===== config.mk =====
export PLATFORM = sky130hd
export DESIGN_NAME = timer_dev
export DESIGN_NICKNAME = d
export VERILOG_FILES = /design/src/rtl/timer_dev.sv
export SDC_FILE = /design/constraint.sdc
export NUM_CORES = 1
export LEC_CHECK = 0
export ABC_AREA = 1
export BUFFER_PORTS_ARGS = -buffer_cell sky130_fd_sc_hd__buf_2
export CORE_AREA = 2 2 105 107
export DETAILED_ROUTE_END_ITERATION = 16
export DIE_AREA = 0 0 107 109
export PLACE_DENSITY = 0.57
export SYNTH_ARGS = -nofsm -noshare
export SYNTH_HDL_FRONTEND = slang
export SYNTH_SLANG_ARGS = --single-unit

===== constraint.sdc =====
create_clock -name clk -period 3.5 [get_ports clk]
set_input_delay 0.525 -clock clk [delete_from_list [all_inputs] [get_ports clk]]
set_output_delay 0.525 -clock clk [all_outputs]
set_load 0.01 [all_outputs]

===== src/rtl/timer_dev.sv =====
// timer_dev: memory-mapped countdown timer that drives one line of the CP0
// hardware interrupt bus.
//
// Register map (word select addr = byte address bits [3:2]):
//   0 CTRL   [0] EN, [2:1] MODE, [3] IM (interrupt mask, 1 = enabled)
//   1 PRESET reload value, read/write
//   2 COUNT  current count, read-only
//   3 reserved, reads 0, writes ignored
//
// Optional feature macro: TIMER_AUTO_RELOAD_EN
//   defined     : MODE is stored; MODE 1 reloads PRESET after every expiry and
//                 pulses irq for one cycle per period.
//   not defined : MODE is not stored and reads 0; every run is one-shot.
//
// A register write and the FSM may update the same field on the same edge;
// the write always wins for the fields it touches.

module timer_dev #(
  parameter int unsigned COUNT_W = 32
) (
  input  logic        clk,
  input  logic        rst,
  input  logic [1:0]  addr,
  input  logic        write_enable,
  input  logic [31:0] write_data,
  output logic [31:0] read_result,
  output logic        irq
);

  typedef enum logic [1:0] {
    IDLE = 2'd0,
    LOAD = 2'd1,
    CNT  = 2'd2,
    INT  = 2'd3
  } state_t;

  localparam logic [1:0] ADDR_CTRL   = 2'd0;
  localparam logic [1:0] ADDR_PRESET = 2'd1;
  localparam logic [1:0] ADDR_COUNT  = 2'd2;

  localparam logic [COUNT_W-1:0] COUNT_ONE  = COUNT_W'(1);
  localparam logic [COUNT_W-1:0] COUNT_ZERO = '0;

  state_t               state_q, state_d;
  logic                 en_q, en_d;
  logic                 im_q, im_d;
  logic [COUNT_W-1:0]   preset_q, preset_d;
  logic [COUNT_W-1:0]   count_q, count_d;
  logic                 pending_q, pending_d;

`ifdef TIMER_AUTO_RELOAD_EN
  logic [1:0]           mode_q, mode_d;
`endif

  logic                 ctrl_wr;
  logic                 preset_wr;
  logic                 reload_mode;
  logic [1:0]           mode_rd;

  // Decode the write strobe into per-register write enables.
  always_comb begin
    ctrl_wr   = write_enable && (addr == ADDR_CTRL);
    preset_wr = write_enable && (addr == ADDR_PRESET);
  end

  // Resolve the effective mode; MODE 2/3 behave like one-shot.
  always_comb begin
`ifdef TIMER_AUTO_RELOAD_EN
    reload_mode = (mode_q == 2'd1);
    mode_rd     = mode_q;
`else
    reload_mode = 1'b0;
    mode_rd     = 2'b00;
`endif
  end

  // Next-state logic: FSM progress first, then register writes override
  // whichever fields they touch.
  always_comb begin
    state_d   = state_q;
    en_d      = en_q;
    im_d      = im_q;
    preset_d  = preset_q;
    count_d   = count_q;
    pending_d = pending_q;
`ifdef TIMER_AUTO_RELOAD_EN
    mode_d    = mode_q;
`endif

    case (state_q)
      IDLE: begin
        if (en_q) begin
          state_d = LOAD;
        end
      end
      LOAD: begin
        count_d = preset_q;
        state_d = CNT;
      end
      CNT: begin
        if (!en_q) begin
          state_d = IDLE;
        end else if (count_q > COUNT_ONE) begin
          count_d = count_q - COUNT_ONE;
        end else begin
          count_d   = COUNT_ZERO;
          pending_d = 1'b1;
          if (reload_mode) begin
            state_d = INT;
          end else begin
            en_d    = 1'b0;
            state_d = IDLE;
          end
        end
      end
      INT: begin
        pending_d = 1'b0;
        state_d   = LOAD;
      end
      default: begin
        state_d = IDLE;
      end
    endcase

    if (ctrl_wr) begin
      en_d      = write_data[0];
      im_d      = write_data[3];
      pending_d = 1'b0;
`ifdef TIMER_AUTO_RELOAD_EN
      mode_d    = write_data[2:1];
`endif
      if (!write_data[0]) begin
        state_d = IDLE;
      end
    end

    if (preset_wr) begin
      preset_d  = write_data[COUNT_W-1:0];
      pending_d = 1'b0;
    end
  end

  // State and register flops with synchronous reset to all zeros.
  always_ff @(posedge clk) begin
    if (rst) begin
      state_q   <= IDLE;
      en_q      <= 1'b0;
      im_q      <= 1'b0;
      preset_q  <= COUNT_ZERO;
      count_q   <= COUNT_ZERO;
      pending_q <= 1'b0;
`ifdef TIMER_AUTO_RELOAD_EN
      mode_q    <= 2'b00;
`endif
    end else begin
      state_q   <= state_d;
      en_q      <= en_d;
      im_q      <= im_d;
      preset_q  <= preset_d;
      count_q   <= count_d;
      pending_q <= pending_d;
`ifdef TIMER_AUTO_RELOAD_EN
      mode_q    <= mode_d;
`endif
    end
  end

  // Zero-latency read mux; unused upper bits and the reserved word read 0.
  always_comb begin
    read_result = '0;
    case (addr)
      ADDR_CTRL:   read_result = {28'd0, im_q, mode_rd, en_q};
      ADDR_PRESET: read_result[COUNT_W-1:0] = preset_q;
      ADDR_COUNT:  read_result[COUNT_W-1:0] = count_q;
      default:     read_result = '0;
    endcase
  end

  // Interrupt is the masked pending flag, so it only moves on clock edges.
  always_comb begin
    irq = pending_q & im_q;
  end

endmodule


==> Word level (Yosys, flattened, before mapping) <==
Index checks and enable logic that the tools add are counted.
{ "totals": {"reg_bits": 69, "in_bits": 37, "output_inout_bits": 33, "wordCells": 43} }
{ "op_classes": {"n_addsub": 1, "magnitude_cmp": 1, "eq_ne": 7, "muxes": 17, "bitwise_logic": 1, "n_reduce_logical": 10} }
{ "ops": {"columns": ["operator", "n"], "rows": [
  ["one-hot mux 32 bit (3 select lines)", 1],
  ["2-to-1 mux 32 bit", 2],
  ["one-hot mux 32 bit (2 select lines)", 1],
  ["> comparator 32 x 1 -> 1 bit (second input constant)", 1],
  ["subtractor 32 x 1 -> 32 bit (second input constant)", 1],
  ["2-to-1 mux 2 bit", 5],
  ["one-hot mux 2 bit (4 select lines)", 1],
  ["== test 2 bit (second input constant)", 3],
  ["2-to-1 mux 1 bit", 6],
  ["nonzero test 2 bit", 3],
  ["== test 2 x 1 -> 1 bit (second input constant)", 2],
  ["zero test 2 bit", 2],
  ["inequality test 2 bit (second input constant)", 2],
  ["AND reduction 3 bit", 1],
  ["OR reduction 3 bit", 1],
  ["logical AND 1 bit", 2],
  ["one-hot mux 1 bit (2 select lines)", 1],
  ["AND reduction 2 bit", 1],
  ["AND 1 bit", 1]
]} }

==> Depth between registers and ports, before layout <==
Gate-level depths: netlist of the first run.
{ "depth": {"word_depth": 6, "mapped_depth": 12} }

==> Least setup slack after synthesis of the first run <==
No wires, ideal clock.
{ "synth_path": {"path_kind": "in2out", "from": "in addr[0]", "to": "out read_result[10]", "t_arrival_ns": 1.154, "required_time_ns": 2.975, "setup_slack_ns": 1.821, "path_stages": 5, "path_buffers": 1, "path_cell_list": "inv_1 > nor2_1 > inv_1 > clkbuf_1 > o22ai_1"} }
{ "synth_via": {"elab_chain_len": 2} }
{ "synth_rtl": {"columns": ["element", "line_no", "text"], "rows": [
  ["start, declared", "23", "input logic [1:0] addr,"],
  ["== test 2 bit (tied with other cells)", "171", "case (addr)"],
  ["one-hot mux 32 bit (3 select lines) (*)", "171", null],
  ["end, declared", "26", "output logic [31:0] read_result,"]
]} }
Mark *: on every way between the ends. The rest lies on a longest branch, timed or not.

==> Final worst setup path of the first run <==
{ "layout_path": {"from": "in addr[0]", "to": "out read_result[3]"} }
The elaborated chain is that of the path after synthesis.

==> results.py, run 1 <==
metrics = {
    "outcome": {
        "result_of_the_run": "finished, final reports clean",
    },
    "grt": {
        "grtUsageMet2": 0.329,
        "largest_net_degree_at_the_start_of_global_routing": 65,
        "grt.met1_usage": 0.273,
        "global_route.peak_usage_layer": "met2",
        "grt_use_met3": 0.0347,
        "grt_pass1_wl_um": 18800,
        "grt_remaining_overflow": 0,
        "grt_antenna_before_repair": 0,
        "grt_util_all_layers": 0.202,
        "first_global_vias": 3899,
    },
    "floorplanning": {
        "die_outline_area_um2": 11700,
        "core.rowCount": 38,
        "start_util": 0.385,
        "die-width_um": 107,
        "die_y_um": 109,
        "coreArea_um2": 10600,
        "boundaryPins": 70,
    },
    "cts": {
        "holdBufCountCts": 0,
        "cts_tree": "yes",
        "cts_setup_buffers": 0,
        "clkSinkCount": 69,
        "cts_resized": 0,
        "clk_latency_ps": 370,
        "numCtsBuffers": 9,
        "clock_tree.root_cell": "sky130_fd_sc_hd__clkbuf_8",
        "htree_num_levels": 3,
        "clk_path_buf_depth": 2,
        "clkTransAtPathRegs_ps": 80,
    },
    "finish": {
        "finalNetCount": 718,
        "drive_above_1_share": 0.187,
        "antennaDiodeCount": 0,
        "area_growth_syn_to_layout_pct": 15.0,
        "layoutNonFillerInstCount": 824,
    },
    "yosys": {
        "post_synth_instance_area_um2": 4080,
        "synthArstFlopShare": 0,
        "synth.ff_latch_count": 69,
        "synth_enable_flop_cells": 0,
        "ys_seq_area_frac": 0.338,
        "syn_nets": 665,
        "avgSynthCellArea_um2": 6.52,
        "ys_warn_count": 0,
        "netlist_instances": 626,
        "ys_dominant_reg_cell": "sky130_fd_sc_hd__dfxtp_1",
        "synthDistinctLibCells": 29,
    },
    "power": {
        "cellPowerDensity_nw_per_um2": 466,
        "sw_frac_of_total": 0.372,
        "p_int_w": 0.00138,
        "power.share.combinational": 0.310,
        "power.ir.vdd_worst_mv": 0.153,
        "power_leakage_nw": 2.25,
        "sequentialPowerShare": 0.398,
        "p_switching_w": 0.000814,
        "share_clk_of_total_power": 0.292,
    },
    "sta": {
        "timing_worst_slew_pin_value_ps": 914,
        "count_of_final_max_slew_check_failures": 0,
        "tns_ps": 0,
        "relSlewSlack": 0.390,
        "rsz_0062_raised_after_global_routing": "false",
        "skew_ps": 11.8,
        "finalHoldViolCount": 0,
        "fmaxAchievable_mhz": 426,
        "tcrit_tclk_final": 0.671,
        "setup_viol": 0,
        "period_minus_slack_ps": 2350,
    },
    "drt": {
        "drtAntennaViolNets": 0,
        "detailed_route_vias_per_instance": 5.03,
        "detail_route.first_pass.iterations": 4,
        "dr_total_vias": 4148,
        "drcViolationCount": 0,
        "overall_routed_net_length_um": 11400,
        "drt_iter0_drc": 221,
        "post_drt_wl_per_cell_um": 13.8,
    },
    "place": {
        "placement.io_buffers": 69,
        "routabilityCongestion": 0.864,
        "placed_cells_incl_taps": 808,
        "place.detailed.hpwl_um": 7770,
    },
    "worst_setup_path": {
        "critical_path_required_ps": 2970,
        "critical_path.endpoint_type": "output pin",
        "maximum_fanout_along_the_worst_path": 17,
        "critPathLaunchType": "input pin",
        "register_to_register_path_setup_slack_ps": 1600,
        "cp_data_arrival_time_ps": 1820,
        "worstSetupPathType": "input pin to output pin",
    },
    "job": {
        "drv.max_cap_violation_count": 0,
    },
    "hold_path": {
        "worstHoldPathType": "input pin to register",
    },
}
==> cells in the mapped netlist (2+ instances only) <==
cell type	instances	area [µm²]
sky130_fd_sc_hd__nand2_1	73	274
sky130_fd_sc_hd__a21oi_2	4	35.0
sky130_fd_sc_hd__o21ai_1	3	15.0
sky130_fd_sc_hd__nor2_4	5	56.3
sky130_fd_sc_hd__nand2_4	3	33.8
sky130_fd_sc_hd__o221ai_1	2	17.5
sky130_fd_sc_hd__clkbuf_1	21	78.8
sky130_fd_sc_hd__nand3_2	2	20.0
sky130_fd_sc_hd__inv_2	5	18.8
sky130_fd_sc_hd__dfxtp_1	69	1380
sky130_fd_sc_hd__nand3b_1	3	22.5
sky130_fd_sc_hd__buf_2	4	20.0
sky130_fd_sc_hd__o22ai_1	30	188
sky130_fd_sc_hd__inv_1	103	387
sky130_fd_sc_hd__xor2_1	12	105
sky130_fd_sc_hd__nor2_1	56	210
sky130_fd_sc_hd__nand3_1	30	150
sky130_fd_sc_hd__o21ai_0	104	521
sky130_fd_sc_hd__buf_6	3	33.8
sky130_fd_sc_hd__ha_1	2	25.0
sky130_fd_sc_hd__a21oi_1	62	310
sky130_fd_sc_hd__nand2_2	6	37.5
sky130_fd_sc_hd__nor2_2	11	68.8
sky130_fd_sc_hd__nand4_1	5	31.3
sky130_fd_sc_hd__buf_1	4	15.0
==> critical path: stages <==
cell,delay (ps)
sky130_fd_sc_hd__buf_2,100
sky130_fd_sc_hd__inv_1,60
sky130_fd_sc_hd__nor2_1,60
sky130_fd_sc_hd__inv_1,420
sky130_fd_sc_hd__buf_4,360
sky130_fd_sc_hd__o221ai_1,140
sky130_fd_sc_hd__buf_2,160
==> layout by cell type (no fill, tap or decap) <==
cell type / count
sky130_fd_sc_hd__clkbuf_8: 12
sky130_fd_sc_hd__a21oi_2: 4
sky130_fd_sc_hd__inv_1: 103
sky130_fd_sc_hd__inv_2: 5
sky130_fd_sc_hd__clkinv_2: 2
sky130_fd_sc_hd__nor2_4: 5
sky130_fd_sc_hd__o221ai_1: 2
sky130_fd_sc_hd__clkinv_4: 1
sky130_fd_sc_hd__buf_12: 1
sky130_fd_sc_hd__a31oi_1: 1
sky130_fd_sc_hd__nand2_1: 72
sky130_fd_sc_hd__nor4_1: 1
sky130_fd_sc_hd__nor2_1: 56
sky130_fd_sc_hd__nand3b_1: 3
sky130_fd_sc_hd__clkbuf_1: 1
sky130_fd_sc_hd__inv_4: 1
sky130_fd_sc_hd__a21oi_1: 62
sky130_fd_sc_hd__nand3_2: 2
sky130_fd_sc_hd__nand4_1: 5
sky130_fd_sc_hd__buf_4: 4
sky130_fd_sc_hd__nand2_2: 7
sky130_fd_sc_hd__xor2_1: 12
sky130_fd_sc_hd__ha_1: 2
sky130_fd_sc_hd__o22ai_1: 30
sky130_fd_sc_hd__buf_2: 69
sky130_fd_sc_hd__o21ba_2: 1
sky130_fd_sc_hd__nand2_4: 3
sky130_fd_sc_hd__dfxtp_1: 69
sky130_fd_sc_hd__nor2_2: 11
sky130_fd_sc_hd__nand3_1: 30
sky130_fd_sc_hd__o21ai_0: 104
sky130_fd_sc_hd__o21ai_1: 3
==> routing by layer <==
| layer | wire length [µm] | up-vias |
|---|---|---|
| met5 | 0 | - |
| met4 | 129 | 0 |
| li1 | - | 2155 |
| met1 | 5410 | 1896 |
| met2 | 5230 | 86 |
| met3 | 605 | 11 |
==> power by group through the flow <==
| stage | combinational, W | sequential (W) | clock (W) |
|---|---|---|---|
| floorplan | 0.000519 | 0.000880 | 0 |
| global placement | 0.000667 | 0.000888 | 0 |
| detailed placement | 0.000675 | 0.000889 | 0 |
| CTS | 0.000679 | 0.000871 | 0.000652 |
| global route | 0.000774 | 0.000878 | 0.000685 |
| finish | 0.000678 | 0.000872 | 0.000640 |
==> sequential cells by signal, summed over array words and instances (netlist names) <==
| register | count |
|---|---|
| count_q | 32 |
| en_q | 1 |
| im_q | 1 |
| pending_q | 1 |
| preset_q | 32 |
| state_q | 2 |
==> cell type report <==
class	instances	area, µm²
Clock buffer	13	169
Clock inverter	3	18.8
Fill cell	1170	5910
Inverter	109	412
Multi-Input combinational cell	416	2150
Sequential cell	69	1380
Tap cell	140	175
Timing Repair Buffer	74	395
==> path summary, 6_finish.rpt <==
path                             startpoint        endpoint  cells past startpoint
worst min register to register  preset_q[0]     preset_q[0]                      2
worst max-delay path                addr[0]  read_result[3]                      7
worst max register to register   count_q[1]     count_q[30]                      9
worst min-delay path                    rst            im_q                      2
==> through the flow <==
step	utilization	hold WS, ps	power, W	setup slack, ps	cell area [µm²]
CTS	0.443	344	0.00220	1130	4700
finish	0.443	357	0.00219	1150	4700
floorplan	-	437	0.00140	1820	4080
global placement	0.425	463	0.00156	1160	4510
detailed placement	0.425	464	0.00156	1140	4510
global route	0.443	345	0.00234	1060	4700
==> logic make-up after synthesis <==
family	after synthesis	synth area share
AOI/OAI and AO/OA	207	0.270
and+or+nand+nor	195	0.223
DFF	69	0.338
buffers and inverters	141	0.137
xor gates and xnor gates	12	0.0257
adders and majority gates	2	0.00613
Power figures use the tool's default switching activity.
==> inputs of run 2 (changes only) <==
==> constraint.sdc (replaced) <==
create_clock -name clk -period 2.37 [get_ports clk]
set_input_delay 0.3555 -clock clk [delete_from_list [all_inputs] [get_ports clk]]
set_output_delay 0.3555 -clock clk [all_outputs]
set_load 0.01 [all_outputs]
==> results.py, run 2 (synthesized netlist as in run 1, its figures left out) <==
metrics = {
    "grt": {
        "grt_antenna_before_repair": 0,
        "grt_util_all_layers": 0.204,
        "grt_remaining_overflow": 0,
        "first_global_vias": 3978,
        "largest_net_degree_at_the_start_of_global_routing": 65,
        "grt_pass1_wl_um": 19100,
    },
    "floorplanning": {
        "die_y_um": 109,
        "die-width_um": 107,
        "start_util": 0.385,
        "coreArea_um2": 10600,
        "boundaryPins": 70,
        "core.rowCount": 38,
        "die_outline_area_um2": 11700,
    },
    "finish": {
        "top_regs": "count_q (32), preset_q (32), state_q (2)",
        "mostFrequentLayoutCell": "sky130_fd_sc_hd__o21ai_0",
        "area_growth_syn_to_layout_pct": 15.5,
        "n_fill_cell": 1118,
        "antennaDiodeCount": 0,
        "finalNetCount": 720,
        "drive_above_1_share": 0.185,
        "layout_common_cells": "104 x sky130_fd_sc_hd__o21ai_0, 103 x sky130_fd_sc_hd__inv_1, 72 x sky130_fd_sc_hd__nand2_1, 69 x sky130_fd_sc_hd__dfxtp_1, 69 x sky130_fd_sc_hd__buf_2",
    },
    "drt": {
        "drt_iter0_drc": 205,
        "detail_route.first_pass.iterations": 7,
        "overall_routed_net_length_um": 11400,
        "drcViolationCount": 0,
        "post_drt_wl_per_cell_um": 13.8,
        "detailed_route_vias_per_instance": 5.12,
        "drtAntennaViolNets": 0,
        "dr_total_vias": 4223,
    },
    "sta": {
        "skew_ps": 6.19,
        "setup_viol": 0,
        "count_of_final_max_slew_check_failures": 0,
        "timing_worst_slew_pin_value_ps": 607,
        "rsz_0062_raised_after_global_routing": "false",
        "hold_ws_ps": 228,
        "period_minus_slack_ps": 1920,
        "relSlewSlack": 0.594,
        "fmaxAchievable_mhz": 522,
        "finalHoldViolCount": 0,
        "tns_ps": 0,
        "tcrit_tclk_final": 0.809,
    },
    "place": {
        "routabilityCongestion": 0.868,
        "place.detailed.hpwl_um": 7900,
        "placement.io_buffers": 69,
    },
    "cts": {
        "clkSinkCount": 69,
        "holdBufCountCts": 0,
        "clk_path_buf_depth": 2,
        "cts_setup_buffers": 0,
        "clkTransAtPathRegs_ps": 70,
        "clock_tree.root_cell": "sky130_fd_sc_hd__clkbuf_8",
        "clk_latency_ps": 350,
        "numCtsBuffers": 9,
        "cts_tree": "yes",
        "cts_resized": 0,
        "htree_num_levels": 3,
    },
    "worst_setup_path": {
        "worstSetupPathType": "input pin to output pin",
        "critical_path_required_ps": 2010,
        "critical_path.n_buffers_inverters": 4,
        "critical_path.most_common_cell": "sky130_fd_sc_hd__buf_2",
        "worst_path_max_delay_cell": "sky130_fd_sc_hd__nand2_1",
        "critPathLaunchType": "input pin",
        "path_cells": "buf_2 -> inv_1 -> nand2_1 -> buf_4 -> o22ai_1 -> buf_2",
        "cp_data_arrival_time_ps": 1560,
        "maximum_fanout_along_the_worst_path": 14,
        "max_stage_delay_ps": 360,
        "critical_path.endpoint_type": "output pin",
        "cp_top_family": "buffers and inverters",
    },
    "outcome": {
        "result_of_the_run": "finished, final reports clean",
    },
    "power": {
        "cellPowerDensity_nw_per_um2": 693,
        "power_w": 0.00327,
        "power_leakage_nw": 2.25,
        "power.ir.vdd_worst_mv": 0.258,
    },
    "hold_path": {
        "worstHoldPathType": "input pin to register",
    },
    "job": {
        "drv.max_cap_violation_count": 0,
    },
}
## run 2: final cells by class
| type | instances | area, µm² | share of cell area |
|---|---|---|---|
| clock buffers | 14 | 163 | 0.0345 |
| inverters | 109 | 412 | 0.0873 |
| flip-flops and latches | 69 | 1380 | 0.293 |
| multi-input cells | 416 | 2150 | 0.455 |
| well taps | 140 | 175 | 0.0371 |
| clock inverters | 1 | 30.0 | 0.00637 |
| repair buffers | 76 | 410 | 0.0870 |
## run 2: through the flow
stage,std cells,setup WS [ps],util,instance area [µm²]
global route,825,275,0.445,4720
floorplan,626,793,-,4080
finish,825,453,0.445,4720
detailed placement,810,458,0.427,4520
CTS,825,433,0.445,4720
global placement,810,480,0.427,4520
## run 2: power breakdown
| part | switching (W) | internal [W] | leakage [nW] |
|---|---|---|---|
| Combinational | 0.000664 | 0.000338 | 1.59 |
| Clock | 0.000440 | 0.000540 | 0.0968 |
| Sequential | 0.0000584 | 0.00123 | 0.563 |
## run 2: worst paths after layout
path,from,end,slack [ps],cells after the start
max reg2reg,count_q[0],count_q[30],480,9
min reg2reg,preset_q[30],preset_q[30],480,2
max,addr[0],read_result[15],450,6
min,rst,en_q,230,2
## run 2: metal layers
metal  vias to the layer above  share of wire  GRT usage  wire length (µm)
met5                         -              0          0                 0
met4                         0          0.024     0.0881               273
met3                        22          0.041     0.0275               466
met2                       102           0.46      0.334              5240
met1                      1948           0.48      0.270              5420
li1                       2151              -          -                 -
==> inputs of run 3 (changes only) <==
--- a/config.mk
+++ b/config.mk
@@ -10,7 +10,7 @@
 export CORE_AREA = 2 2 105 107
 export DETAILED_ROUTE_END_ITERATION = 16
 export DIE_AREA = 0 0 107 109
-export PLACE_DENSITY = 0.57
+export PLACE_DENSITY = 0.59
 export SYNTH_ARGS = -nofsm -noshare
 export SYNTH_HDL_FRONTEND = slang
 export SYNTH_SLANG_ARGS = --single-unit
==> constraint.sdc (replaced) <==
create_clock -name clk -period 1.69 [get_ports clk]
set_input_delay 0.2535 -clock clk [delete_from_list [all_inputs] [get_ports clk]]
set_output_delay 0.2535 -clock clk [all_outputs]
set_load 0.01 [all_outputs]
==> results.py, run 3 (synthesized netlist as in run 1, its figures left out) <==
metrics = {
    "finish": {
        "n_fill_cell": 1161,
        "fin_area_um2": 4910,
        "antennaDiodeCount": 0,
        "layoutNonFillerInstCount": 841,
        "mostFrequentLayoutCell": "sky130_fd_sc_hd__o21ai_0",
        "area_growth_syn_to_layout_pct": 20.2,
        "finalNetCount": 735,
        "drive_above_1_share": 0.221,
        "top_regs": "count_q (32), preset_q (32), state_q (2)",
        "final_core_occ": 0.463,
        "layout_common_cells": "103 x sky130_fd_sc_hd__o21ai_0, 98 x sky130_fd_sc_hd__inv_1, 72 x sky130_fd_sc_hd__nand2_1, 69 x sky130_fd_sc_hd__dfxtp_1, 69 x sky130_fd_sc_hd__buf_2",
    },
    "sta": {
        "hold_ws_ps": 105,
        "skew_ps": 13.8,
        "finalHoldViolCount": 0,
        "timing_worst_slew_pin_value_ps": 518,
        "tns_ps": 0,
        "fmaxAchievable_mhz": 644,
        "relSlewSlack": 0.655,
        "tcrit_tclk_final": 0.919,
        "count_of_final_max_slew_check_failures": 0,
        "setup_viol": 0,
        "period_minus_slack_ps": 1550,
    },
    "place": {
        "placed_cells_incl_taps": 821,
        "routabilityCongestion": 0.867,
        "place.detailed.hpwl_um": 8000,
        "placement.io_buffers": 69,
        "placed_area_um2": 4620,
    },
    "drt": {
        "detailed_route_vias_per_instance": 5.05,
        "overall_routed_net_length_um": 11700,
        "post_drt_wl_per_cell_um": 13.9,
        "drt_iter0_drc": 236,
        "drtAntennaViolNets": 0,
        "detail_route.first_pass.iterations": 6,
        "drcViolationCount": 0,
        "dr_total_vias": 4247,
    },
    "worst_setup_path": {
        "worstSetupStartpoint": "count_q[0]",
        "cp_data_arrival_time_ps": 1840,
        "critical_path_required_ps": 1970,
        "worstReg2RegStart": "count_q[0]",
        "critical_path.endpoint_type": "register",
        "register_to_register_path_setup_slack_ps": 140,
        "worst_r2r_endpoint": "count_q[25]",
        "maximum_fanout_along_the_worst_path": 15,
        "r2r.worst_path.cells": 11,
        "critPathLaunchType": "register",
        "worstSetupPathType": "register to register",
    },
    "power": {
        "share_clk_of_total_power": 0.290,
        "sw_frac_of_total": 0.367,
        "power.share.combinational": 0.329,
        "sequentialPowerShare": 0.381,
        "cellPowerDensity_nw_per_um2": 966,
        "power.ir.vdd_worst_mv": 0.341,
        "p_int_w": 0.00300,
        "power_leakage_nw": 2.34,
        "p_switching_w": 0.00174,
    },
    "floorplanning": {
        "die-width_um": 107,
        "start_util": 0.385,
        "core.rowCount": 38,
        "die_outline_area_um2": 11700,
        "coreArea_um2": 10600,
        "die_y_um": 109,
        "boundaryPins": 70,
    },
    "grt": {
        "global_route.peak_usage_layer": "met2",
        "grt_util_all_layers": 0.198,
        "grtUsageMet2": 0.333,
        "grt_pass1_wl_um": 18500,
        "first_global_vias": 3995,
        "grt.met1_usage": 0.259,
        "grt_remaining_overflow": 0,
        "largest_net_degree_at_the_start_of_global_routing": 62,
        "grt_use_met3": 0.0395,
        "grt_antenna_before_repair": 0,
    },
    "hold_path": {
        "holdCritStartpoint": "rst",
        "worst_hold_path.endpoint": "en_q",
        "worstHoldPathType": "input pin to register",
        "worstHoldPathCells": 2,
    },
    "cts": {
        "clk_path_buf_depth": 2,
        "numCtsBuffers": 9,
        "clock_tree.root_cell": "sky130_fd_sc_hd__clkbuf_8",
        "htree_num_levels": 3,
        "holdBufCountCts": 0,
        "clkTransAtPathRegs_ps": 70,
        "clk_latency_ps": 360,
        "cts_tree": "yes",
        "clkSinkCount": 69,
    },
    "outcome": {
        "result_of_the_run": "finished, final reports clean",
    },
    "job": {
        "drv.max_cap_violation_count": 0,
    },
}
## run 3: cell count changes in the layout (fill, tap and decap cells not counted), sizes merged
cell      before  now
buf           76   89
clkbuf        14   12
clkinv         0    3
clkinvlp       0    1
inv          109  110
## run 3: worst max-delay path: stages, from the launching register on
cell	delay, ps
sky130_fd_sc_hd__dfxtp_1	360
sky130_fd_sc_hd__inv_2	60
sky130_fd_sc_hd__ha_4	180
sky130_fd_sc_hd__nor2_1	100
sky130_fd_sc_hd__nor2_1	50
sky130_fd_sc_hd__nand2_1	50
sky130_fd_sc_hd__nor2_1	40
sky130_fd_sc_hd__nand2_2	120
sky130_fd_sc_hd__nand2_8	110
sky130_fd_sc_hd__inv_6	170
sky130_fd_sc_hd__nand3_1	90
sky130_fd_sc_hd__a21oi_1	140
## run 3: stage by stage
stage / setup WS [ps] / power, W
global route: -31.8 / 0.00505
global placement: 23.4 / 0.00327
detailed placement: -29.2 / 0.00329
CTS: 21.7 / 0.00467
finish: 137 / 0.00474
floorplan: 113 / 0.00290
## run 3: metal layers
metal  wire, µm  up-vias
li1           -     2200
met1       5650     1948
met2       5360       90
met3        547        9
met4        136        0
met5          0        -
## run 3: what timing repair did
item / 4_1_cts / 5_1_grt
setup endpoints to repair: 22 / 31
gates cloned: 0 / 2
buffers inserted: 0 / 2
resized for setup: 1 / 19
pin swaps: 0 / 3
## run 3: worst max path at each step
stage | endpoint | cells past startpoint
2_1_floorplan | count_q[30] | 9
3_3_place_gp | count_q[31] | 11
3_5_place_dp | count_q[25] | 11
4_1_cts | count_q[25] | 11
5_1_grt | count_q[31] | 9
6_report | count_q[25] | 11
## run 3: layout make-up
class,count,area [µm²],area share
timing repair inverter,2,17.5,0.00357
inverter,109,422,0.0859
tap,140,175,0.0357
timing repair buffer,89,520,0.106
sequential,69,1380,0.281
clock inverter,4,47.5,0.00969
clock buffer,12,145,0.0296
multi-input combinational,416,2200,0.448
## run 3: power groups by stage
stage / combinational, W / clock, W / sequential, W
floorplan: 0.00107 / 0 / 0.00182
global route: 0.00176 / 0.00146 / 0.00182
detailed placement: 0.00145 / 0 / 0.00184
global placement: 0.00144 / 0 / 0.00184
finish: 0.00156 / 0.00138 / 0.00180
CTS: 0.00146 / 0.00140 / 0.00180
